[src/rtl/adder_result_accumulator_if.sv]
// adder_result_accumulator_if
//
// Bundles the input (adder result) and output (frame total) handshakes of
// adder_result_accumulator. ACC_W must match the ACC_W of the accumulator
// instance that the interface is connected to.
//
// Handshake semantics: a transfer happens on the rising clock edge where
// valid and ready are both high. The source must hold valid and its payload
// stable until that edge. The sink's ready does not depend combinationally
// on valid.
//
// Signals:
//   start      : single-cycle frame start request (driver -> accumulator)
//   in_valid   : sum/cout carry a valid adder result (driver -> accumulator)
//   in_ready   : accumulator can take a result this cycle
//   sum, cout  : adder result, {cout,sum} is 0..15
//   out_valid  : frame total available on acc_out
//   out_ready  : downstream takes the frame total
//   acc_out    : frame total modulo 2^ACC_W
//   ovf        : sticky wrap flag for the current frame
//   busy       : frame in progress or waiting to be taken
//   sample_cnt : results accepted in the current frame
//
// Modports:
//   master : the adder/scoreboard side that drives the accumulator
//   slave  : the accumulator itself
interface adder_result_accumulator_if #(
    parameter int ACC_W = 8
);
    logic             start;
    logic             in_valid;
    logic             in_ready;
    logic [2:0]       sum;
    logic             cout;
    logic             out_valid;
    logic             out_ready;
    logic [ACC_W-1:0] acc_out;
    logic             ovf;
    logic             busy;
    logic [7:0]       sample_cnt;

    modport master (
        output start, in_valid, sum, cout, out_ready,
        input  in_ready, out_valid, acc_out, ovf, busy, sample_cnt
    );

    modport slave (
        input  start, in_valid, sum, cout, out_ready,
        output in_ready, out_valid, acc_out, ovf, busy, sample_cnt
    );
endinterface

[src/rtl/adder_result_accumulator.sv]
// adder_result_accumulator
//
// Sums FRAME_LEN results of a 3-bit full adder ({cout,sum}, 0..15) into an
// ACC_W-bit accumulator and offers the frame total on a valid/ready output.
// A wrap of the accumulator during a frame sets a sticky ovf flag that is
// only cleared by the next frame start (or reset).
//
// Parameters:
//   ACC_W     : accumulator width, legal 5..16
//   FRAME_LEN : results per frame, legal 1..255
//
// Ports:
//   clk       : clock, rising edge
//   rst_n     : asynchronous active-low reset
//   bus       : slave side of adder_result_accumulator_if (handshakes,
//               frame total, ovf, busy, sample_cnt)
//   state_dbg : encoded FSM state (0 IDLE, 1 ACCUM, 2 DONE)
module adder_result_accumulator #(
    parameter int ACC_W     = 8,
    parameter int FRAME_LEN = 4
) (
    input  logic                        clk,
    input  logic                        rst_n,
    adder_result_accumulator_if.slave   bus,
    output logic [1:0]                  state_dbg
);

    typedef enum logic [1:0] {
        IDLE  = 2'd0,
        ACCUM = 2'd1,
        DONE  = 2'd2
    } state_t;

    // Count value held by the transfer that completes the frame.
    localparam logic [7:0] LAST_CNT = 8'(FRAME_LEN - 1);

    state_t           state_q, state_d;
    logic [ACC_W-1:0] acc_q;
    logic             ovf_q;
    logic [7:0]       cnt_q;

    logic             xfer;
    logic             last_xfer;
    logic             start_frame;
    logic [ACC_W:0]   add_full;   // one extra bit to catch the carry-out

    // in_ready is decoded from state only, so the transfer term carries no
    // combinational path from in_valid to in_ready.
    assign xfer        = (state_q == ACCUM) && bus.in_valid;
    assign last_xfer   = xfer && (cnt_q == LAST_CNT);
    assign start_frame = (state_q == IDLE) && bus.start;
    assign add_full    = {1'b0, acc_q} + {{(ACC_W - 3){1'b0}}, bus.cout, bus.sum};

    // State register.
    always_ff @(posedge clk or negedge rst_n) begin
        if (!rst_n) begin
            state_q <= IDLE;
        end else begin
            state_q <= state_d;
        end
    end

    // Next state and state-decoded outputs.
    always_comb begin
        state_d       = state_q;
        bus.in_ready  = 1'b0;
        bus.out_valid = 1'b0;
        bus.busy      = 1'b0;
        case (state_q)
            IDLE: begin
                if (bus.start) begin
                    state_d = ACCUM;
                end
            end
            ACCUM: begin
                bus.in_ready = 1'b1;
                bus.busy     = 1'b1;
                if (last_xfer) begin
                    state_d = DONE;
                end
            end
            DONE: begin
                bus.out_valid = 1'b1;
                bus.busy      = 1'b1;
                // start is deliberately not looked at here: leaving DONE
                // always lands in IDLE, even if start is high this cycle.
                if (bus.out_ready) begin
                    state_d = IDLE;
                end
            end
            default: begin
                state_d = IDLE;
            end
        endcase
    end

    // Datapath: cleared by a start in IDLE, updated on each transfer, and
    // otherwise held so the last frame total stays visible in IDLE.
    always_ff @(posedge clk or negedge rst_n) begin
        if (!rst_n) begin
            acc_q <= '0;
            ovf_q <= 1'b0;
            cnt_q <= '0;
        end else if (start_frame) begin
            acc_q <= '0;
            ovf_q <= 1'b0;
            cnt_q <= '0;
        end else if (xfer) begin
            acc_q <= add_full[ACC_W-1:0];
            cnt_q <= cnt_q + 8'd1;
            if (add_full[ACC_W]) begin
                ovf_q <= 1'b1;
            end
        end
    end

    assign bus.acc_out    = acc_q;
    assign bus.ovf        = ovf_q;
    assign bus.sample_cnt = cnt_q;
    assign state_dbg      = state_q;

endmodule

[src/flat_wrapper.sv]
// flat-port wrapper written by rule: the top's interface ports become plain ports
module adder_result_accumulator_flat 
#(
    parameter int ACC_W     = 8,
    parameter int FRAME_LEN = 4
)
  (clk, rst_n, state_dbg, bus_start, bus_in_valid, bus_sum, bus_cout, bus_out_ready, bus_in_ready, bus_out_valid, bus_acc_out, bus_ovf, bus_busy, bus_sample_cnt);
  adder_result_accumulator_if #(.ACC_W(ACC_W)) bus_i ();
  input  logic clk;
  input  logic rst_n;
  output logic [1:0] state_dbg;
  input wire logic [$bits(bus_i.start)-1:0] bus_start;
  input wire logic [$bits(bus_i.in_valid)-1:0] bus_in_valid;
  input wire logic [$bits(bus_i.sum)-1:0] bus_sum;
  input wire logic [$bits(bus_i.cout)-1:0] bus_cout;
  input wire logic [$bits(bus_i.out_ready)-1:0] bus_out_ready;
  output wire logic [$bits(bus_i.in_ready)-1:0] bus_in_ready;
  output wire logic [$bits(bus_i.out_valid)-1:0] bus_out_valid;
  output wire logic [$bits(bus_i.acc_out)-1:0] bus_acc_out;
  output wire logic [$bits(bus_i.ovf)-1:0] bus_ovf;
  output wire logic [$bits(bus_i.busy)-1:0] bus_busy;
  output wire logic [$bits(bus_i.sample_cnt)-1:0] bus_sample_cnt;
  assign bus_i.start = bus_start;
  assign bus_i.in_valid = bus_in_valid;
  assign bus_i.sum = bus_sum;
  assign bus_i.cout = bus_cout;
  assign bus_i.out_ready = bus_out_ready;
  assign bus_in_ready = bus_i.in_ready;
  assign bus_out_valid = bus_i.out_valid;
  assign bus_acc_out = bus_i.acc_out;
  assign bus_ovf = bus_i.ovf;
  assign bus_busy = bus_i.busy;
  assign bus_sample_cnt = bus_i.sample_cnt;
  adder_result_accumulator #(.ACC_W(ACC_W), .FRAME_LEN(FRAME_LEN)) u_core (.clk(clk), .rst_n(rst_n), .bus(bus_i), .state_dbg(state_dbg));
endmodule
[config.mk]
export PLATFORM = sky130hd
export DESIGN_NAME = adder_result_accumulator_flat
export DESIGN_NICKNAME = d
export VERILOG_FILES = /design/src/rtl/adder_result_accumulator_if.sv /design/src/rtl/adder_result_accumulator.sv /design/src/flat_wrapper.sv
export SDC_FILE = /design/constraint.sdc
export NUM_CORES = 1
export LEC_CHECK = 0
export CORE_MARGIN = 1
export CORE_UTILIZATION = 24
export DETAILED_ROUTE_END_ITERATION = 12
export PLACE_DENSITY = 0.55
export SYNTH_ARGS = -nofsm -noshare
export SYNTH_HDL_FRONTEND = slang
export SYNTH_SLANG_ARGS = --single-unit
export TNS_END_PERCENT = 5
[constraint.sdc]
create_clock -name clk -period 4.5 [get_ports clk]
set_input_delay 0.9 -clock clk [delete_from_list [all_inputs] [get_ports clk]]
set_output_delay 0.9 -clock clk [all_outputs]
set_load 0.01 [all_outputs]
==> impl_metrics.csv <==
group,metric,value,unit
grt,grt_use_total,11.3,%
synthesis,syn_avg_cell_area,9.64,sq um
sta,setup_ws,1780,ps
sta,finalSetupViolCount,0,
die,dieArea,4980,sq um
cts,numCtsBuffers,3,
worst_setup_path,endpoint_kind,"register",
worst_setup_path,critPathTopFamily,"compound AO/OA/AOI/OAI gates",
final_layout,nets,169,
die,ios,31,
sta,maxSlewHeadroom,41.5,%
detailed_routing,wl,2600,um
detailed_routing,ant_nets,0,
placed_design,dp_hpwl,1960,um
final_layout,antenna_cells,0,
power_and_ir_drop,p_clk_share,15.8,%
grt,busiest_layer,"met2",
cts,cts_setup_buffers,0,
die,fp.dieH,70.5,um
cts,cts_resized,0,
die,num_rows,24,
detailed_routing,drt-pass1-iter-count,8,
synthesis,synth_area_leaders,"dfrtp_1 (42%), ha_1 (11%), nand2_1 (5.7%)",
synthesis,synth_edf_count,0,
power_and_ir_drop,swShare,37.8,%
grt,grt.overflow.total,0,
final_layout,fin_util,34.3,%
grt,grt_pass1_wl,4550,um
worst_setup_path,cp.depth,8,
synthesis,synth_top_area_share,42.2,%
sta,period_share,60.4,%
run,drv_cap,0,
cts,h-tree-depth,1,
synthesis,synth_largest_area_cell,"dfrtp_1",
sta,rsz0062_at_grt,"no",
synthesis,mappedNetlistNets,137,
synthesis,syn-cell-area,1130,sq um
worst_setup_path,crit_path_cell_trace,"clkdlybuf4s50_1 -> ha_1 -> inv_1 -> fa_1 -> nor2b_1 -> o21ai_0 -> a2111o_1 -> o21ai_0",
final_layout,instances_no_fill,200,
synthesis,yosys_register_bits,19,
worst_setup_path,reg2reg_slack,2500,ps
placed_design,dpl.cell_count,196,
detailed_routing,routedWlPerCell,13.0,um
grt,met3_usage,2.71,%
worst_setup_path,cp_common_cell,"o21ai_0",
sta,finClkSkew,4.21,ps
worst_setup_path,crit_type,"in2reg",
final_layout,areaGrowthSynthToFinish,35.3,%
worst_setup_path,cp_data_arrival_time,2890,ps
power_and_ir_drop,ir_drop,122,uV
die,die_x,70.5,um
detailed_routing,vias_per_cell,4.72,
power_and_ir_drop,power_leakage,0.663,nW
synthesis,yosysWarnings,0,
worst_setup_path,reg2reg_depth,7,
sta,tns,0,ps
die,core-area,4440,sq um
synthesis,ys_types,29,
min_path,holdPathEnd,"u_core.bus.ovf",
detailed_routing,via_count,943,
sta,period_needed,2720,ps
status,outcome,"finished with violations",
cts,clk_latency,250,ps
cts,numClockSinks,19,
power_and_ir_drop,p_switching,278,uW
min_path,worstHoldStart,"u_core.bus.ovf",
placed_design,dp_slack,1550,ps
worst_setup_path,timing.rr.end,"u_core.bus.acc_out[6]",
die,initial_core_util,25.4,%
power_and_ir_drop,internal_power,458,uW
worst_setup_path,cp_slowest_stage_delay,480,ps
power_and_ir_drop,pwr-share-seq,33.9,%
cts,cts_max_path_buffers,2,
cts,cts_root_buf,"clkbuf_8",
worst_setup_path,slowest_stage,"a2111o_1",
cts,clk_pin_slew,70,ps
grt,grt_pass1_vias,970,
worst_setup_path,timing.critical_path.from_type,"input pin",
power_and_ir_drop,combPwrFrac,50.3,%
worst_setup_path,rr_startpoint,"u_core.bus.acc_out[0]",
detailed_routing,first_iter_violations,52,
final_layout,drive_above_1_share,5.41,%
sta,max_freq,368,MHz
grt,grt_antenna_before_repair,0,
cts,cts_tree,"yes",
worst_setup_path,path_buf_inv,2,
grt,grt_max_degree,20,
status,violations,"design-rule violations",
power_and_ir_drop,p_per_area,483,nW/um^2
detailed_routing,drc,7,
worst_setup_path,cp.required,4670,ps
worst_setup_path,cp_max_fo,5,
grt,use_met2,19.8,%
synthesis,ys_seq_area_share,42.2,%
sta,drv_slew,0,
final_layout,nFillCells,442,
min_path,min_path_cells,1,
placed_design,gp_congestion,0.785,
cts,holdBufCountCts,0,
grt,grt.met1_usage,14.5,%
placed_design,port-buffer-count,30,
synthesis,async_reset_ff_share,100,%
sta,finalHoldViolCount,0,
min_path,hold_class,"reg2reg",
sta,tightest_slew,874,ps
synthesis,synth_top_flop_cell,"dfrtp_1",
synthesis,synth_cells,117,
area by class of cell:
class / instances / area (sq um) / share of cell area, %
multi-input combinational: 86 / 606 / 39.7
inverter: 9 / 33.8 / 2.21
clock buffer: 4 / 45.0 / 2.95
sequential: 19 / 475 / 31.2
tap: 52 / 65.1 / 4.27
timing repair buffer: 30 / 300 / 19.7
placed cells by master (no fill, tap or decap), types with 2 or more instances in the layout:
master / instances
nand4_1: 4
nand3_1: 2
xnor2_1: 2
nand2_1: 17
and3_1: 3
a2111o_1: 2
ha_1: 10
dfrtp_1: 19
mux2_2: 2
clkbuf_8: 3
o21ai_0: 6
nor2_1: 9
clkdlybuf4s50_1: 30
a211oi_1: 4
xor2_1: 6
a21oi_1: 6
inv_1: 9
and2_1: 2
power groups by stage:
stage          Combinational (mW)  Sequential, mW  Clock, mW
2_1_floorplan               0.198           0.263          0
3_3_place_gp                0.366           0.252          0
3_5_place_dp                0.372           0.255          0
4_1_cts                     0.374           0.251      0.121
5_1_grt                     0.412           0.259      0.132
6_report                    0.370           0.250      0.116
state kept, by name (all words and copies together) (netlist names):
register               flops
u_core.bus.ovf             1
u_core.bus.sample_cnt      8
u_core.state_dbg           2
u_core.bus.acc_out         8
cell families (layout without fill, tap and decap cells):
family          Yosys count  in the layout  share of synthesized area [%]
xor+xnor                  8              8                           6.22
flops                    19             19                           42.2
mux                       2              2                           2.00
compound gates           24             24                           14.5
simple gates             41             41                           18.1
buf+inv                  12             43                           4.11
fa+ha+maj                11             11                           12.9
stage by stage:
step	power [mW]	instance area, sq um	hold slack (ps)
2_1_floorplan	0.462	1130	531
3_3_place_gp	0.619	1480	489
3_5_place_dp	0.627	1480	489
4_1_cts	0.747	1530	506
5_1_grt	0.803	1530	535
6_report	0.736	1530	496
worst max path at each step:
stage	to	startpoint	slack, ps
after global placement	u_core.bus.acc_out[4]	bus_sum[0]	1640
after CTS	u_core.bus.acc_out[6]	bus_sum[0]	1780
after detailed placement	u_core.bus.acc_out[4]	bus_sum[0]	1550
after floorplan	u_core.bus.acc_out[4]	bus_sum[0]	2190
final	u_core.bus.acc_out[6]	bus_sum[0]	1780
after global routing	u_core.bus.acc_out[6]	bus_sum[0]	1680
cells in the mapped netlist (2+ instances only):
| cell type | count |
|---|---|
| dfrtp_1 | 19 |
| nand2_1 | 17 |
| ha_1 | 10 |
| inv_1 | 9 |
| nor2_1 | 9 |
| a21oi_1 | 6 |
| o21ai_0 | 6 |
| xor2_1 | 6 |
| a211oi_1 | 4 |
| nand4_1 | 4 |
| and3_1 | 3 |
| a2111o_1 | 2 |
| and2_1 | 2 |
| clkbuf_1 | 2 |
| mux2_2 | 2 |
| nand3_1 | 2 |
| xnor2_1 | 2 |
routing by layer:
layer	part of all wire, %	wire length (um)
met4	0	0
met3	4.7	123
met5	0	0
met2	48	1240
met1	48	1230
worst reg2reg max path, delay by kind of cell (launching register included):
| family | cells | cell delay [ps] |
|---|---|---|
| flops | 1 | 370 |
| simple gates | 1 | 110 |
| compound gates | 3 | 760 |
| fa+ha+maj | 2 | 600 |
| buf+inv | 1 | 70 |
Power figures use the tool's default switching activity.
